### config.mk
export PLATFORM = sky130hd
export DESIGN_NAME = sram_zeroize_ctrl
export DESIGN_NICKNAME = d
export VERILOG_FILES = /design/src/rtl/sram_pkg.sv /design/src/rtl/sram_rd_checker.sv /design/src/rtl/sram_zeroize_ctrl.sv
export SDC_FILE = /design/constraint.sdc
export NUM_CORES = 1
export LEC_CHECK = 0
export ABC_CLOCK_PERIOD_IN_PS = 2000
export CAP_MARGIN = 10
export CORE_MARGIN = 1.5
export CORE_UTILIZATION = 32
export DETAILED_ROUTE_END_ITERATION = 8
export PLACE_DENSITY = 0.86
export REMOVE_ABC_BUFFERS = 1
export SYNTH_ARGS = -nofsm -noshare
export SYNTH_HDL_FRONTEND = slang
export SYNTH_SLANG_ARGS = --single-unit
export TNS_END_PERCENT = 100
### constraint.sdc
create_clock -name wb_clk_i -period 2 [get_ports wb_clk_i]
set_input_delay 0.3 -clock wb_clk_i [delete_from_list [all_inputs] [get_ports wb_clk_i]]
set_output_delay 0.3 -clock wb_clk_i [all_outputs]
set_load 0.05 [all_outputs]
### src/rtl/sram_pkg.sv
// Shared definitions for the SRAM zeroization engine.
//   zstate_e      : engine states (idle pass-through, write sweep, read sweep, drain)
//   FILL_DEFAULT  : default word written to every location
//   depth_of()    : number of words addressed by an address width
package sram_pkg;

  typedef enum logic [1:0] {
    ST_IDLE  = 2'd0,
    ST_WR    = 2'd1,
    ST_RD    = 2'd2,
    ST_DRAIN = 2'd3
  } zstate_e;

  localparam logic [31:0] FILL_DEFAULT = 32'h0000_0000;

  function automatic int unsigned depth_of(input int unsigned aw);
    return 32'd1 << aw;
  endfunction

endpackage

### src/rtl/sram_rd_checker.sv
// Read-back compare stage of the zeroization engine.
// A read issued in cycle c (rd_en_i, rd_addr_i) is compared against
// FILL_PATTERN in cycle c+1 using the macro's registered read data.
//   wb_clk_i, rst_i  : clock, asynchronous active-high reset
//   clr_i            : clears fail state at the start of a sweep
//   rd_en_i          : a verify read is presented to the macro this cycle
//   rd_addr_i        : address of that read
//   rd_data_i        : macro port A read data (valid one cycle after the read)
//   fail_o           : sticky mismatch flag
//   fail_addr_o      : address of the first mismatch since clr_i
module sram_rd_checker #(
  parameter int unsigned               SRAM_ADDR_WD = 8,
  parameter int unsigned               SRAM_DATA_WD = 32,
  parameter logic [SRAM_DATA_WD-1:0]   FILL_PATTERN = '0
) (
  input  logic                    wb_clk_i,
  input  logic                    rst_i,
  input  logic                    clr_i,
  input  logic                    rd_en_i,
  input  logic [SRAM_ADDR_WD-1:0] rd_addr_i,
  input  logic [SRAM_DATA_WD-1:0] rd_data_i,
  output logic                    fail_o,
  output logic [SRAM_ADDR_WD-1:0] fail_addr_o
);

  logic                    vld_q, vld_d;
  logic [SRAM_ADDR_WD-1:0] addr_q, addr_d;
  logic                    fail_q, fail_d;
  logic [SRAM_ADDR_WD-1:0] fail_addr_q, fail_addr_d;

  always_comb begin
    vld_d       = rd_en_i;
    addr_d      = rd_addr_i;
    fail_d      = fail_q;
    fail_addr_d = fail_addr_q;
    if (clr_i) begin
      fail_d      = 1'b0;
      fail_addr_d = '0;
    end else if (vld_q && (rd_data_i != FILL_PATTERN)) begin
      fail_d = 1'b1;
      // Only the first mismatch of a sweep is recorded.
      if (!fail_q) fail_addr_d = addr_q;
    end
  end

  always_ff @(posedge wb_clk_i or posedge rst_i) begin
    if (rst_i) begin
      vld_q       <= 1'b0;
      addr_q      <= '0;
      fail_q      <= 1'b0;
      fail_addr_q <= '0;
    end else begin
      vld_q       <= vld_d;
      addr_q      <= addr_d;
      fail_q      <= fail_d;
      fail_addr_q <= fail_addr_d;
    end
  end

  assign fail_o      = fail_q;
  assign fail_addr_o = fail_addr_q;

endmodule

### src/rtl/sram_zeroize_ctrl.sv
// Secure-memory zeroization engine between the Wishbone SRAM wrapper and a
// dual-port SRAM macro (port B read/write, port A read).
// Idle: wrapper port signals pass straight through to the macro.
// On start_i (or the first clock after reset when AUTO_CLR) the engine owns
// both ports, writes FILL_PATTERN to every word and, when VERIFY_EN, reads
// every word back and records the first mismatching address.
//   wb_clk_i, rst_i           : clock, asynchronous active-high reset
//   start_i                   : single-cycle zeroize request (ignored while busy)
//   up_*_a / up_*_b           : wrapper read port / write port
//   sram_*_a / sram_*_b       : macro port A / port B
//   sram_dout_a               : macro port A read data
//   busy_o                    : engine owns the macro
//   done_o                    : one-cycle pulse in the first idle cycle after a sweep
//   fail_o, fail_addr_o       : sticky verify mismatch and first-fail address
//   drop_o                    : sticky, a wrapper access arrived while busy
module sram_zeroize_ctrl
  import sram_pkg::*;
#(
  parameter int unsigned             SRAM_ADDR_WD = 8,
  parameter int unsigned             SRAM_DATA_WD = 32,
  parameter logic [SRAM_DATA_WD-1:0] FILL_PATTERN = FILL_DEFAULT,
  parameter int unsigned             VERIFY_EN    = 1,
  parameter int unsigned             AUTO_CLR     = 1
) (
  input  logic                      wb_clk_i,
  input  logic                      rst_i,
  input  logic                      start_i,
  input  logic                      up_csb_a,
  input  logic [SRAM_ADDR_WD-1:0]   up_addr_a,
  input  logic                      up_csb_b,
  input  logic                      up_web_b,
  input  logic [SRAM_DATA_WD/8-1:0] up_mask_b,
  input  logic [SRAM_ADDR_WD-1:0]   up_addr_b,
  input  logic [SRAM_DATA_WD-1:0]   up_din_b,
  output logic                      sram_csb_a,
  output logic [SRAM_ADDR_WD-1:0]   sram_addr_a,
  input  logic [SRAM_DATA_WD-1:0]   sram_dout_a,
  output logic                      sram_csb_b,
  output logic                      sram_web_b,
  output logic [SRAM_DATA_WD/8-1:0] sram_mask_b,
  output logic [SRAM_ADDR_WD-1:0]   sram_addr_b,
  output logic [SRAM_DATA_WD-1:0]   sram_din_b,
  output logic                      busy_o,
  output logic                      done_o,
  output logic                      fail_o,
  output logic [SRAM_ADDR_WD-1:0]   fail_addr_o,
  output logic                      drop_o
);

  localparam logic [SRAM_ADDR_WD-1:0] PTR_LAST =
    SRAM_ADDR_WD'(depth_of(SRAM_ADDR_WD) - 1);

  zstate_e                 state_q, state_d;
  logic [SRAM_ADDR_WD-1:0] ptr_q, ptr_d;
  logic                    first_q, first_d;
  logic                    done_q, done_d;
  logic                    drop_q, drop_d;
  logic                    go;
  logic                    sweep_start;
  logic                    rd_en;

  // In the first cycle after reset release only AUTO_CLR may start a sweep.
  assign go = first_q ? (AUTO_CLR != 0) : start_i;

  always_comb begin
    state_d     = state_q;
    ptr_d       = ptr_q;
    first_d     = 1'b0;
    done_d      = 1'b0;
    drop_d      = drop_q;
    sweep_start = 1'b0;
    rd_en       = 1'b0;

    sram_csb_a  = 1'b1;
    sram_addr_a = ptr_q;
    sram_csb_b  = 1'b1;
    sram_web_b  = 1'b1;
    sram_mask_b = '0;
    sram_addr_b = ptr_q;
    sram_din_b  = FILL_PATTERN;

    unique case (state_q)
      ST_IDLE: begin
        sram_csb_a  = up_csb_a;
        sram_addr_a = up_addr_a;
        sram_csb_b  = up_csb_b;
        sram_web_b  = up_web_b;
        sram_mask_b = up_mask_b;
        sram_addr_b = up_addr_b;
        sram_din_b  = up_din_b;
        if (go) begin
          state_d     = ST_WR;
          ptr_d       = '0;
          drop_d      = 1'b0;
          sweep_start = 1'b1;
        end
      end
      ST_WR: begin
        sram_csb_b  = 1'b0;
        sram_web_b  = 1'b0;
        sram_mask_b = '1;
        ptr_d       = ptr_q + 1'b1;
        if (ptr_q == PTR_LAST) begin
          if (VERIFY_EN != 0) begin
            state_d = ST_RD;
          end else begin
            state_d = ST_IDLE;
            done_d  = 1'b1;
          end
        end
      end
      ST_RD: begin
        sram_csb_a = 1'b0;
        rd_en      = 1'b1;
        ptr_d      = ptr_q + 1'b1;
        if (ptr_q == PTR_LAST) state_d = ST_DRAIN;
      end
      ST_DRAIN: begin
        state_d = ST_IDLE;
        done_d  = 1'b1;
      end
      default: state_d = ST_IDLE;
    endcase

    if ((state_q != ST_IDLE) && (!up_csb_a || !up_csb_b)) drop_d = 1'b1;
  end

  always_ff @(posedge wb_clk_i or posedge rst_i) begin
    if (rst_i) begin
      state_q <= ST_IDLE;
      ptr_q   <= '0;
      first_q <= 1'b1;
      done_q  <= 1'b0;
      drop_q  <= 1'b0;
    end else begin
      state_q <= state_d;
      ptr_q   <= ptr_d;
      first_q <= first_d;
      done_q  <= done_d;
      drop_q  <= drop_d;
    end
  end

  sram_rd_checker #(
    .SRAM_ADDR_WD (SRAM_ADDR_WD),
    .SRAM_DATA_WD (SRAM_DATA_WD),
    .FILL_PATTERN (FILL_PATTERN)
  ) u_rd_checker (
    .wb_clk_i    (wb_clk_i),
    .rst_i       (rst_i),
    .clr_i       (sweep_start),
    .rd_en_i     (rd_en),
    .rd_addr_i   (ptr_q),
    .rd_data_i   (sram_dout_a),
    .fail_o      (fail_o),
    .fail_addr_o (fail_addr_o)
  );

  assign busy_o = (state_q != ST_IDLE);
  assign done_o = done_q;
  assign drop_o = drop_q;

endmodule

==> metrics.csv, run 1 <==
metric;value;unit
Synth Area per Inst;8.384;um2
Synth cell types;33;
Post-synth ARST share;100.0;%
number of synthesized flops with an enable pin;0;
CP Buf/Inv Count;3;
Initial DRT Pass Iterations;4;
Final nets;478;
Hold Path Class;in2async;
crit end category;output port;
Setup CP Type;reg2out;
Final Hold Violating Endpoints;0;
RR Startpoint;state_q[0];
post-DP HPWL;5.137;mm
placed cells;448;
remaining antenna violation count;0;
CP required;1.70;ns
RR Endpoint;ptr_q[5];
VDD IR max;0.2351;mV
Seq cells post-synth;31;
Worst-Skew Late Latency;0.28;ns
ratio of cells with drive above 1 in the final layout;20.57;%
Tmin final;1.893;ns
core area;0.005574;mm2
total congestion overflow;0;
CP max FO;22;
Pwr Density;361.4;mW/mm2
Worst path top cell family by delay;buffers and inverters;
global-route wire length before repair;10.33;mm
initial antenna violation count;0;
most frequent cells in the layout;100 x clkdlybuf4s50_1, 62 x nand2_1, 41 x buf_12;
starting density of the core;33.69;%
warning count from the yosys run;0;
Post-Layout Cell Count;456;
number of global-route vias before repair;2275;
commonest non-fill, non-tap cell in the layout;clkdlybuf4s50_1;
WP data arrival;1.59;ns
final worst path period share;94.65;%
outcome;complete, no violations;
RSZ-0062 raised after global routing;no;
IO Count;157;
WL met2;3.314;mm
largest net degree at the start of global routing;45;
vias;2208;
Vias per Instance;4.842;
total global routing track utilization;20.97;%
clk_skew;0.003037;ns
CTS max path bufs;2;
critical path cell sequence;inv_2 -> ha_4 -> buf_12 -> nor2b_1 -> a21oi_2 -> buf_12;
worst r2r path cells;7;
Die W;79.61;um
most frequently used flop master after synthesis;dfrtp_1;
TritonCTS Buffers;5;
Cell Rows;27;
CP most frequent cell;buf_12;
port bufs;156;
Mapped Area;0.001878;mm2
Worst path slowest cell;dfrtp_1;
GP Congestion;0.8229;
full die area;0.006338;mm2
register area share after synthesis;41.37;%
ANT cells;0;
Final Setup Violations;0;
Routed Wire Length;6.406;mm
Iter 0 DRT Violations;92;
Syn-to-layout area delta;115.5;%
Max Used Layer;met4;
# DRC;0;
fmax;528.3;MHz
Lkg Pwr;1.845;nW
Slew Limit Headroom;56.93;%
Clock Sinks;31;
Largest stage delay, worst path;0.42;ns
register-to-register setup slack;0.18;ns
clk slew on worst S/H paths;0.06;ns
M1 WL;2.289;mm
TritonCTS clock tree;done;
Worst setup SP type;flip-flop;
Max Cap Viol;0;
DR WL met3;666;um
Root Buffer;clkbuf_8;
Final Slew Violations;0;
WL per Instance;14.05;um
die span in y;79.61;um
CTS H-Tree Depth;2;
Worst Tran Pin Value;0.6460;ns
Post-Syn Instances;224;
Final Util;72.59;%
==> worst min-delay path, stage by stage <==
cell and delay [ns]:
clkdlybuf4s50_1 0.40, inv_1 0.05, buf_4 0.34
==> kinds of logic (layout without fill, tap and decap cells) <==
group | count (synthesis) | after routing | share of synthesized area (%)
AOI/OAI and AO/OA | 34 | 34 | 12.19
xor gates and xnor gates | 1 | 1 | 0.4664
other | 1 | 1 | 0.1997
muxes | 13 | 13 | 6.928
and+or+nand+nor | 123 | 123 | 32.18
DFF | 31 | 31 | 41.37
buffers and inverters | 16 | 176 | 3.332
adders and majority gates | 5 | 5 | 3.331
==> layout make-up <==
cell class                      count  area, um2
Clock buffer                        6      82.58
Timing Repair Buffer              161       1972
Sequential cell                    31      777.0
Inverter                            7      27.53
Tap cell                           72      90.09
Fill cell                         399       1528
Clock inverter                      2      35.03
Multi-Input combinational cell    177       1062
==> flip-flops by register name, summed over array words and instances, names as in the netlist <==
register / count
ptr_q: 8
u_rd_checker.addr_q: 8
u_rd_checker.fail_addr_o: 8
state_q: 2
done_o: 1
drop_o: 1
first_q: 1
u_rd_checker.fail_o: 1
u_rd_checker.vld_q: 1
==> stage by stage <==
stage / worst slack [ns] / cell area, um2 / power [mW] / TNS [ns] / hold slack (ns)
2_1_floorplan: -1.247 / 1842 / 0.6572 / -41.59 / 0.4028
3_3_place_gp: 0.07632 / 3881 / 0.8324 / 0 / 0.4716
3_5_place_dp: 0.009483 / 3881 / 0.8362 / 0 / 0.4817
4_1_cts: 0.03289 / 4033 / 1.477 / 0 / 0.3993
5_1_grt: 0.004933 / 4046 / 1.520 / 0 / 0.4454
6_report: 0.1070 / 4046 / 1.462 / 0 / 0.3931
==> routing by layer <==
metal / GRT usage (%) / vias to the layer above
met4: 7.018 / 0
met1: 22.51 / 998
met2: 38.39 / 127
li1: - / 1069
met3: 6.743 / 14
met5: 0 / -
==> worst max-delay path by stage <==
stage / startpoint / end / cells past startpoint
after floorplan: state_q[0] / sram_addr_a[0] / 5
after global placement: sram_dout_a[24] / u_rd_checker.fail_addr_o[6] / 5
after detailed placement: start_i / u_rd_checker.fail_addr_o[3] / 4
after CTS: state_q[0] / sram_csb_a / 5
after global routing: state_q[0] / sram_csb_b / 6
final: state_q[0] / sram_csb_b / 6
==> cell usage after synthesis (3+ instances only) <==
cell	number	area, um2
nand2_1	62	232.7
and2_1	32	200.2
dfrtp_1	30	750.7
mux2i_1	13	130.1
a21oi_1	9	45.04
nor4_1	9	56.30
a21o_1	8	60.06
o21ai_0	7	35.03
clkbuf_1	5	18.77
ha_1	5	62.56
inv_1	5	18.77
nor2_1	5	18.77
nor3_1	4	20.02
nor2b_1	3	18.77
o21a_1	3	22.52
==> power by group <==
part	internal, mW	switching (mW)	leakage, nW
clock	0.403	0.235	0.0612
combinational	0.154	0.0399	1.45
sequential	0.629	0.000948	0.333
total	1.19	0.276	1.85
==> repair_timing <==
item                                    in CTS  in global routing
resized for setup                            8                  6
endpoints found under the setup margin      45                 51
buffers inserted                             0                  0
hold buffers                                 0                  0
(Power assumes the default switching activity.)
==> inputs of run 2 (changes only) <==
--- a/config.mk
+++ b/config.mk
@@ -7,7 +7,7 @@
 export LEC_CHECK = 0
 export ABC_CLOCK_PERIOD_IN_PS = 2000
 export CAP_MARGIN = 10
-export CORE_MARGIN = 1.5
+export CORE_MARGIN = 2
 export CORE_UTILIZATION = 32
 export DETAILED_ROUTE_END_ITERATION = 8
 export PLACE_DENSITY = 0.86
==> run 2 against run 1 <==
Core utilization fell by 0.11 points. Final cell count grew 0.44%. Critical path type unchanged. Die area grew 2.5%. Clock-buffer cell count unchanged. First-iteration DRC count shrank 3.3%. Global-route usage shrank 0.58 points.
==> metrics.csv, run 2 (synthesis results as in run 1) <==
metric;value;unit;change
Final Slew Violations;0;;unchanged
GP Congestion;0.8228;;about the same
Worst setup SP type;flip-flop;;
largest net degree at the start of global routing;33;;-27%
clk slew on worst S/H paths;0.07;ns;about the same
Max Used Layer;met4;;
Max Cap Viol;0;;unchanged
Hold Path Class;in2async;;
fillcell total;402;;+0.75%
global-route wire length before repair;10.25;mm;-0.80%
TritonCTS Buffers;5;;unchanged
Pwr Density;362.6;mW/mm2;+0.35%
number of global-route vias before repair;2291;;+0.70%
hold_ws;0.3917;ns;-0.001461 ns
Worst-Skew Late Latency;0.29;ns;about the same
Syn-to-layout area delta;115.1;%;
design area;0.004040;mm2;-0.15%
CP Buf/Inv Count;3;;unchanged
TritonCTS clock tree;done;;
cell count along the critical path;6;;unchanged
Vias per Instance;4.799;;-0.89%
Final Setup Violations;0;;unchanged
register-to-register setup slack;0.21;ns;+0.03 ns
Cell Rows;27;;unchanged
Hold Buf Count CTS;0;;unchanged
Clock Sinks;31;;unchanged
final worst path period share;96.79;%;+2.1 points
ANT cells;0;;unchanged
most frequent cells in the layout;100 x clkdlybuf4s50_1, 62 x nand2_1, 39 x buf_12;;
VDD IR max;0.2789;mV;+19%
Setup crit end;sram_web_b;;
Initial DRT Pass Iterations;4;;unchanged
total congestion overflow;0;;unchanged
WP data arrival;1.64;ns;+0.05 ns
placed cells;450;;+0.45%
outcome;complete, no violations;;
ratio of cells with drive above 1 in the final layout;20.73;%;+0.15 points
Worst path top cell family by delay;buffers and inverters;;
Final Hold Violating Endpoints;0;;unchanged
Slew Limit Headroom;65.78;%;+8.9 points
RR Endpoint;ptr_q[5];;
CP required;1.70;ns;about the same
CTS H-Tree Depth;2;;unchanged
Post-Layout Cell Count;458;;+0.44%
die span in y;80.61;um;+1.3%
fmax;516.6;MHz;-2.2%
Root Buffer;clkbuf_8;;
IO Count;157;;unchanged
port bufs;156;;unchanged
vias;2198;;-0.45%
critical path cell sequence;inv_2 -> ha_4 -> buf_4 -> nor2b_1 -> a21oi_2 -> buf_12;;
full die area;0.006498;mm2;+2.5%
dpl cell area;0.003896;mm2;+0.39%
Setup CP Type;reg2out;;
Worst path slowest cell;dfrtp_1;;
Iter 0 DRT Violations;89;;-3.3%
crit end category;output port;;
post-DP HPWL;5.382;mm;+4.8%
CTS max path bufs;2;;unchanged
starting density of the core;33.69;%;unchanged
remaining antenna violation count;0;;unchanged
Tmin final;1.936;ns;+0.04290 ns
total global routing track utilization;20.38;%;-0.58 points
M1 WL;2.220;mm;-3.0%
initial antenna violation count;0;;unchanged
Lkg Pwr;1.851;nW;+0.30%
# DRC;0;;unchanged
WL per Instance;14.17;um;+0.87%
clk_skew;0.005380;ns;+0.002343 ns
RR Startpoint;state_q[0];;
Routed Wire Length;6.490;mm;+1.3%
core area;0.005574;mm2;unchanged
Final nets;480;;+0.42%
DR WL met3;720;um;+8.1%
WL met2;3.433;mm;+3.6%
Die W;80.61;um;+1.3%
Worst Tran Pin Value;0.5117;ns;-0.1343 ns
worst r2r path cells;7;;unchanged
commonest non-fill, non-tap cell in the layout;clkdlybuf4s50_1;;
Largest stage delay, worst path;0.41;ns;about the same
CP max FO;12;;-45%
Worst Setup SP;state_q[0];;
[run 2: changes by cell type in the layout (fill, tap and decap cells not counted), sizes merged]
cell / delta
buf: +2
[run 2: tightest hold or removal path, delay by kind of cell]
kind,cells,cell delay [ns]
buf+inv,3,0.79
[run 2: worst min path at each step]
stage	from	endpoint	cells after the start
2_1_floorplan	rst_i	done_o	1
3_3_place_gp	drop_o	drop_o	1
5_1_grt	rst_i	u_rd_checker.addr_q[3]	3
4_1_cts	rst_i	ptr_q[3]	3
3_5_place_dp	drop_o	drop_o	1
6_report	rst_i	u_rd_checker.addr_q[3]	3
[run 2: layout make-up]
class | count | area [um2] | share of cell area, %
Timing Repair Buffer | 163 | 1969 | 48.75
Multi-Input combinational cell | 177 | 1059 | 26.20
Sequential cell | 31 | 777.0 | 19.23
Tap cell | 72 | 90.09 | 2.230
Clock buffer | 6 | 82.58 | 2.044
Clock inverter | 2 | 35.03 | 0.8671
Inverter | 7 | 27.53 | 0.6813
[run 2: power by group]
part           switching (mW)  total, mW  internal [mW]  leakage [nW]
clock network           0.237      0.640          0.403        0.0612
logic                  0.0408      0.195          0.155          1.46
registers            0.000775      0.630          0.629         0.333
[run 2: repair_timing]
action / CTS / global route
setup endpoints to repair: 29 / 51
buffers inserted: 0 / 0
gates resized for setup: 2 / 7
[run 2: stage by stage]
step	power [mW]	utilization [%]	setup slack, ns	setup TNS (ns)
2_1_floorplan	0.6572	-	-1.247	-41.59
3_3_place_gp	0.8318	69.90	0.09373	0
3_5_place_dp	0.8382	69.90	0.02275	0
4_1_cts	1.480	72.10	-0.06428	-0.1808
5_1_grt	1.522	72.48	-0.01338	-0.01417
6_report	1.465	72.48	0.06411	0
[run 2: per-layer routing]
metal / vias up / GRT usage, %
li1: 1071 / -
met1: 996 / 20.58
met2: 119 / 39.58
met3: 12 / 6.292
met4: 0 / 5.932
met5: - / 0
